## src/rtl/hazard_ctrl.sv

```systemverilog
// Fetch/IF-ID sequencer: boot hold, load-use stall, MDU stall, branch flush.
// Latency: all control outputs are combinational from state and inputs (0 cycles).
// Backpressure: PCWrite=1 holds fetch; ex_hold=1 freezes EX while the MDU works.
module hazard_ctrl #(
  parameter int BOOT_CYCLES = 4,
  parameter int MDU_TIMEOUT = 64,
  parameter int CNT_W       = 16
) (
  input  logic             clk,
  input  logic             reset,
  input  logic [4:0]       id_rs1,
  input  logic [4:0]       id_rs2,
  input  logic             id_use_rs1,
  input  logic             id_use_rs2,
  input  logic             ex_memread,
  input  logic [4:0]       ex_rd,
  input  logic             ex_br_taken,
  input  logic [31:0]      ex_br_target,
  input  logic             mdu_start,
  input  logic             mdu_done,
  input  logic             cnt_clr,
  output logic             PCWrite,
  output logic             PCSrc,
  output logic [31:0]      PCimm,
  output logic             id_ex_bubble,
  output logic             ex_hold,
  output logic [1:0]       state_o,
  output logic             mdu_err,
  output logic [CNT_W-1:0] stall_cycles,
  output logic [CNT_W-1:0] flush_count
);

  localparam int BW = (BOOT_CYCLES > 1) ? $clog2(BOOT_CYCLES) : 1;
  localparam int TW = $clog2(MDU_TIMEOUT);
  localparam logic [BW-1:0] BOOT_INIT = BW'(BOOT_CYCLES - 1);
  localparam logic [TW-1:0] TMO_LAST  = TW'(MDU_TIMEOUT - 1);

  typedef enum logic [1:0] {
    S_BOOT  = 2'd0,
    S_RUN   = 2'd1,
    S_MDU   = 2'd2,
    S_FLUSH = 2'd3
  } state_t;

  state_t          state_q, state_d;
  logic [BW-1:0]   boot_cnt_q, boot_cnt_d;
  logic [TW-1:0]   tmo_cnt_q, tmo_cnt_d;
  logic            mdu_err_q, mdu_err_d;
  logic [CNT_W-1:0] stall_q, flush_q;
  logic            lu;
  logic            stall_inc, flush_inc;

  // Load-use: EX load writes a register the ID instruction reads (x0 never hazards).
  assign lu = ex_memread && (ex_rd != 5'd0) &&
              ((id_use_rs1 && (id_rs1 == ex_rd)) || (id_use_rs2 && (id_rs2 == ex_rd)));

  // State, boot/timeout counters and sticky MDU error register.
  always_ff @(posedge clk or posedge reset) begin
    if (reset) begin
      state_q    <= S_BOOT;
      boot_cnt_q <= BOOT_INIT;
      tmo_cnt_q  <= '0;
      mdu_err_q  <= 1'b0;
    end else begin
      state_q    <= state_d;
      boot_cnt_q <= boot_cnt_d;
      tmo_cnt_q  <= tmo_cnt_d;
      mdu_err_q  <= mdu_err_d;
    end
  end

  // Next-state: branch beats MDU start in RUN; MDU exits on done or timeout.
  always_comb begin
    state_d    = state_q;
    boot_cnt_d = boot_cnt_q;
    tmo_cnt_d  = tmo_cnt_q;
    mdu_err_d  = mdu_err_q;
    case (state_q)
      S_BOOT: begin
        if (boot_cnt_q == '0) state_d = S_RUN;
        else                  boot_cnt_d = boot_cnt_q - 1'b1;
      end
      S_RUN: begin
        if (ex_br_taken) begin
          state_d = S_FLUSH;
        end else if (mdu_start) begin
          state_d   = S_MDU;
          tmo_cnt_d = '0;
        end
      end
      S_MDU: begin
        if (mdu_done) begin
          state_d = S_RUN;
        end else if (tmo_cnt_q == TMO_LAST) begin
          mdu_err_d = 1'b1;
          state_d   = S_RUN;
        end else begin
          tmo_cnt_d = tmo_cnt_q + 1'b1;
        end
      end
      default: state_d = S_RUN;
    endcase
  end

  // Outputs: decoded combinationally from current state and this cycle's inputs.
  always_comb begin
    PCWrite      = 1'b0;
    PCSrc        = 1'b0;
    PCimm        = 32'd0;
    id_ex_bubble = 1'b0;
    ex_hold      = 1'b0;
    flush_inc    = 1'b0;
    case (state_q)
      S_BOOT: begin
        PCWrite      = 1'b1;
        id_ex_bubble = 1'b1;
      end
      S_RUN: begin
        if (ex_br_taken) begin
          PCSrc        = 1'b1;
          PCimm        = ex_br_target;
          id_ex_bubble = 1'b1;
          flush_inc    = 1'b1;
        end else if (mdu_start) begin
          PCWrite = 1'b1;
          ex_hold = 1'b1;
        end else if (lu) begin
          PCWrite      = 1'b1;
          id_ex_bubble = 1'b1;
        end
      end
      S_MDU: begin
        if (!mdu_done) begin
          PCWrite = 1'b1;
          ex_hold = 1'b1;
        end
      end
      default: id_ex_bubble = 1'b1;
    endcase
  end

  // Boot holds are not counted as stalls.
  assign stall_inc = PCWrite && ((state_q == S_RUN) || (state_q == S_MDU));

  // Saturating performance counters; clear takes priority over increment.
  always_ff @(posedge clk or posedge reset) begin
    if (reset) begin
      stall_q <= '0;
      flush_q <= '0;
    end else if (cnt_clr) begin
      stall_q <= '0;
      flush_q <= '0;
    end else begin
      if (stall_inc && (stall_q != '1)) stall_q <= stall_q + 1'b1;
      if (flush_inc && (flush_q != '1)) flush_q <= flush_q + 1'b1;
    end
  end

  assign state_o      = state_q;
  assign mdu_err      = mdu_err_q;
  assign stall_cycles = stall_q;
  assign flush_count  = flush_q;

endmodule
```

## config.mk

```make
export PLATFORM = sky130hd
export DESIGN_NAME = hazard_ctrl
export DESIGN_NICKNAME = d
export VERILOG_FILES = /design/src/rtl/hazard_ctrl.sv
export SDC_FILE = /design/constraint.sdc
export NUM_CORES = 1
export LEC_CHECK = 0
export CORE_MARGIN = 8
export CORE_UTILIZATION = 38
export DETAILED_ROUTE_END_ITERATION = 8
export PLACE_DENSITY = 0.8
export SETUP_SLACK_MARGIN = 0.1
export SLEW_MARGIN = 20
export SYNTH_ARGS = -nofsm -noshare
export SYNTH_HDL_FRONTEND = slang
export SYNTH_SLANG_ARGS = --single-unit
```

## constraint.sdc

```tcl
create_clock -name clk -period 2.13 [get_ports clk]
set_input_delay 0.3195 -clock clk [delete_from_list [all_inputs] [get_ports clk]]
set_output_delay 0.3195 -clock clk [all_outputs]
set_load 0.05 [all_outputs]
```

==> impl_results.md, run 1 <==
* Via Count at between 3000 and 4000
* Starting Density at between 30% and 40%
* Post-Synthesis Cells at roughly 320
* Initial antenna violation count at 1
* CP Data Required Time at between 2 and 2.5 ns
* # setup viols final at 12
* Measured slew at the worst slew-check pin at 0.572 ns
* Synthesized Nets at 379
* Max-slew violations at 0
* Post-synthesis area per instance at ~8.8 µm²
* Share of the synthesized area in the top cell type at 36.8%
* Worst Skew at 0.00781 ns
* # fillers at approximately 470
* Max Used Layer: met4
* Die W at 102 µm
* Vias in the first global route at about 3200
* Clock Latency Late Sink at about 0.30 ns
* Routed wire length at about 10000 µm
* CTS buffer count at 5
* Wirelength per Cell at between 15 and 20 µm
* Iteration-0 DRC Markers at between 100 and 150
* CP peak stage delay at roughly 0.48 ns
* Leading area contributor after synthesis: dfrtp_1
* CTS tree: done
* Post-route ant nets at 0
* Ports at roughly 130
* Grt ovf at 0
* Root Buffer: clkbuf_8
* Mapped Area at about 2800 µm²
* Hold crit path type: primary input to async pin
* Via density at about 5.3
* GPL Wtd Cong at approximately 0.83
* Crit Path Max Fanout at 7
* # rows at 31
* Netlist cell types at between 40 and 50
* Sequential area share after synthesis at between 30% and 40%
* # DRC at 0
* Leakage at ~2.3 nW
* Max Freq at 443 MHz
* PwrDens at around 800 nW/µm²
* Total global-route track usage at about 18%
* Post-route setup slack at -0.126 ns
* Die height at between 100 and 150 µm
* Finished Cell Area at ~5200 µm²
* Final worst-path cycle share at 106%
* # port buffers at 126
* Maximum root-to-sink buffer count at 2
* Synth warnings at 0
* CTS Hold Bufs at 0
* Synth Register Bits at 43
* P&R area growth vs syn at 88.1%
* Clock sinks at 43
* Failing checks: setup timing
* Core area at ~7200 µm²
* Routed wl met3 at 810 µm
* VDD IR-drop max at about 0.6 mV
* DP HPWL at ~6900 µm
* First-pass GRT wire length at ~15000 µm
* Pre-CTS WS at -0.372 ns
* Min Tclk post-route at roughly 2.3 ns
* WS Path Type: flop to flop
* Status: finished with violations
* Slew HR at 61.5%
* Synth area leaders: dfrtp_1, and3_1, xor2_1
* Crit path DAT at 2.48 ns
* Clock-pin slew on the worst setup and hold paths at about 0.090 ns
* Multi-input gate area at between 1500 and 2000 µm²
* Metal2 WL at approximately 5200 µm
* Crit path capture type: flop
* Placed inst area at approximately 4700 µm²
* Total Die Area at slightly above 10000 µm²
* Design Power at 4.17 mW
* Final hold violations at 0
* Max cap viols at 0
* Detailed-routing wirelength on met1 at 3960 µm
* Hold slack at ~0.47 ns
* RSZ-0062 raised after global routing: yes
* Final #Nets at about 550
* Core Util, Final at about three quarters
* H-tree level count at 2
* Storage cell area at about 1100 µm²
* Cells along the critical path: inv_4 > ha_4 > nor2b_4 > nand2_4 > a311oi_4 > a21oi_4 > buf_12 > or4_4 > a21oi_2
* Critical Path Slowest Stage Cell: or4_4
* Layout cell share with drive strength beyond 1 at a little under a third
* CP startpoint kind: flop
* Largest net degree at the start of global routing at 44
* DRT Pass-1 Iters at 4
## critical path: cells and delay by family (launching register included)
kind                       cells  cell delay (ns)
AOI/OAI and AO/OA              3             0.51
and+or+nand+nor                3             0.75
buffers and inverters          2             0.21
adders and majority gates      1             0.27
DFF                            1             0.44
## cell usage in the layout (no fill, tap or decap), types with 3 or more instances in the layout
cell type,synthesis,routed
xnor2_1,13,10
xnor2_2,0,3
dlymetal6s2s_1,0,9
xor2_1,15,15
or4_1,5,3
nand3_1,16,16
ha_1,8,3
nand2b_1,3,3
a21oi_2,2,5
nor2b_4,0,3
nor2_1,25,23
dfrtp_2,0,8
buf_4,0,45
o31ai_1,5,4
ha_4,0,4
dfrtp_1,41,33
clkdlybuf4s50_1,0,73
a21oi_1,16,12
or3_4,0,4
or3_1,12,8
dlygate4sd2_1,0,3
and3_1,41,41
buf_6,1,10
buf_12,1,36
o21ai_1,9,8
o21ai_0,9,8
and4_1,4,4
nand2_1,18,17
inv_1,10,8
clkbuf_8,0,5
nand4_1,12,12
## repair_timing
action / 4_1_cts / 5_1_grt
buffers inserted: 11 / 12
endpoints found under the setup margin: 28 / 44
pin swaps: 24 / 30
gates cloned: 0 / 1
gates resized for setup: 42 / 42
endpoints found under the hold margin: 0 / 0
## through the flow
step	TNS, ns	cells
after floorplan	-0.232	315
after global placement	-2.79	555
after detailed placement	-4.35	555
after CTS	-0.458	574
after global routing	-1.85	588
final	-0.777	588
## worst paths after layout
| path | start | depth (start not counted) | to | slack, ns |
|---|---|---|---|---|
| worst max-delay path | state_o[0]$_DFFE_PP0P_ | 9 | stall_cycles[7]$_DFFE_PP0P_ | -0.13 |
| worst min-delay path | reset | 3 | flush_count[12]$_DFFE_PP0P_ | 0.47 |
| worst max register to register | state_o[0]$_DFFE_PP0P_ | 9 | stall_cycles[7]$_DFFE_PP0P_ | -0.13 |
| worst min register to register | boot_cnt_q[0]$_DFFE_PP1P_ | 1 | boot_cnt_q[0]$_DFFE_PP1P_ | 0.50 |
| max in group asynchronous | reset | 3 | stall_cycles[4]$_DFFE_PP0P_ | 1.25 |
| min in group clk | boot_cnt_q[0]$_DFFE_PP1P_ | 1 | boot_cnt_q[0]$_DFFE_PP1P_ | 0.50 |
## state kept, by name, indices dropped and copies added (netlist names)
signal,flops
mdu_err,1
state_o,2
tmo_cnt_q,6
boot_cnt_q,2
stall_cycles,16
flush_count,16
## Yosys cell counts (all sizes together)
| library cell | n |
|---|---|
| and4 | 4 |
| o21a | 2 |
| nand4 | 13 |
| o31ai | 5 |
| clkbuf | 14 |
| o21bai | 1 |
| nand3b | 1 |
| and3b | 1 |
| a311oi | 1 |
| ha | 8 |
| a21oi | 19 |
| o21ai | 19 |
| a21boi | 2 |
| mux2i | 2 |
| a31o | 1 |
| nand2b | 3 |
| and2 | 3 |
| nor4 | 2 |
| a211oi | 2 |
| a31oi | 2 |
| nand3 | 16 |
| xor2 | 15 |
| dfstp | 2 |
| dfrtp | 41 |
| o22ai | 1 |
| inv | 10 |
| nor2b | 3 |
| nor3 | 1 |
| nand2 | 18 |
| nor2 | 25 |
| and2b | 1 |
| or2 | 1 |
| or4 | 5 |
| or3 | 12 |
| xnor2 | 13 |
| a22o | 1 |
| and3 | 41 |
| buf | 3 |
| a32oi | 1 |
## cells by family (layout without fill, tap and decap cells)
logic type               Yosys count  after routing  synth area share (%)
XOR/XNOR                          28             28                  8.81
multiplexers                       2              2                 0.719
buffers and inverters             27            200                  4.54
flip-flops                        43             43                  38.7
AND/OR/NAND/NOR                  150            150                  30.6
adder cells (fa/ha/maj)            8              8                  3.59
other                              0              1                     0
AO/OA/AOI/OAI                     57             57                  13.0
## report_power, final
group / switching [mW] / leakage [nW] / internal [mW] / total [mW]
Sequential: 0.0546 / 0.575 / 0.856 / 0.911
Combinational: 1.40 / 1.73 / 1.33 / 2.73
Clock: 0.291 / 0.0412 / 0.230 / 0.521
Total: 1.75 / 2.35 / 2.42 / 4.17
## per-layer routing
| layer | vias to the layer above | global-route usage [%] |
|---|---|---|
| met5 | - | 0 |
| met3 | 16 | 7.42 |
| li1 | 1478 | - |
| met4 | 0 | 4.35 |
| met2 | 117 | 30.9 |
| met1 | 1512 | 20.5 |
## layout make-up
cell class / count / area share (%)
Antenna cell: 1 / 0.0478
Timing Repair Buffer: 182 / 40.2
Sequential cell: 43 / 20.8
Clock inverter: 2 / 0.239
Clock buffer: 6 / 1.38
Tap cell: 99 / 2.36
Multi-Input combinational cell: 245 / 34.2
Inverter: 10 / 0.812
Note: power is estimated with default switching activity, not from simulation.
==> run 2, diff against run 1 <==
--- a/config.mk
+++ b/config.mk
@@ -7,6 +7,7 @@
 export LEC_CHECK = 0
 export CORE_MARGIN = 8
 export CORE_UTILIZATION = 38
+export CTS_CLUSTER_SIZE = 14
 export DETAILED_ROUTE_END_ITERATION = 8
 export PLACE_DENSITY = 0.8
 export SETUP_SLACK_MARGIN = 0.1
==> results of run 2 <==
Same layout as run 1: the final DEF is identical, and so are final timing and power.
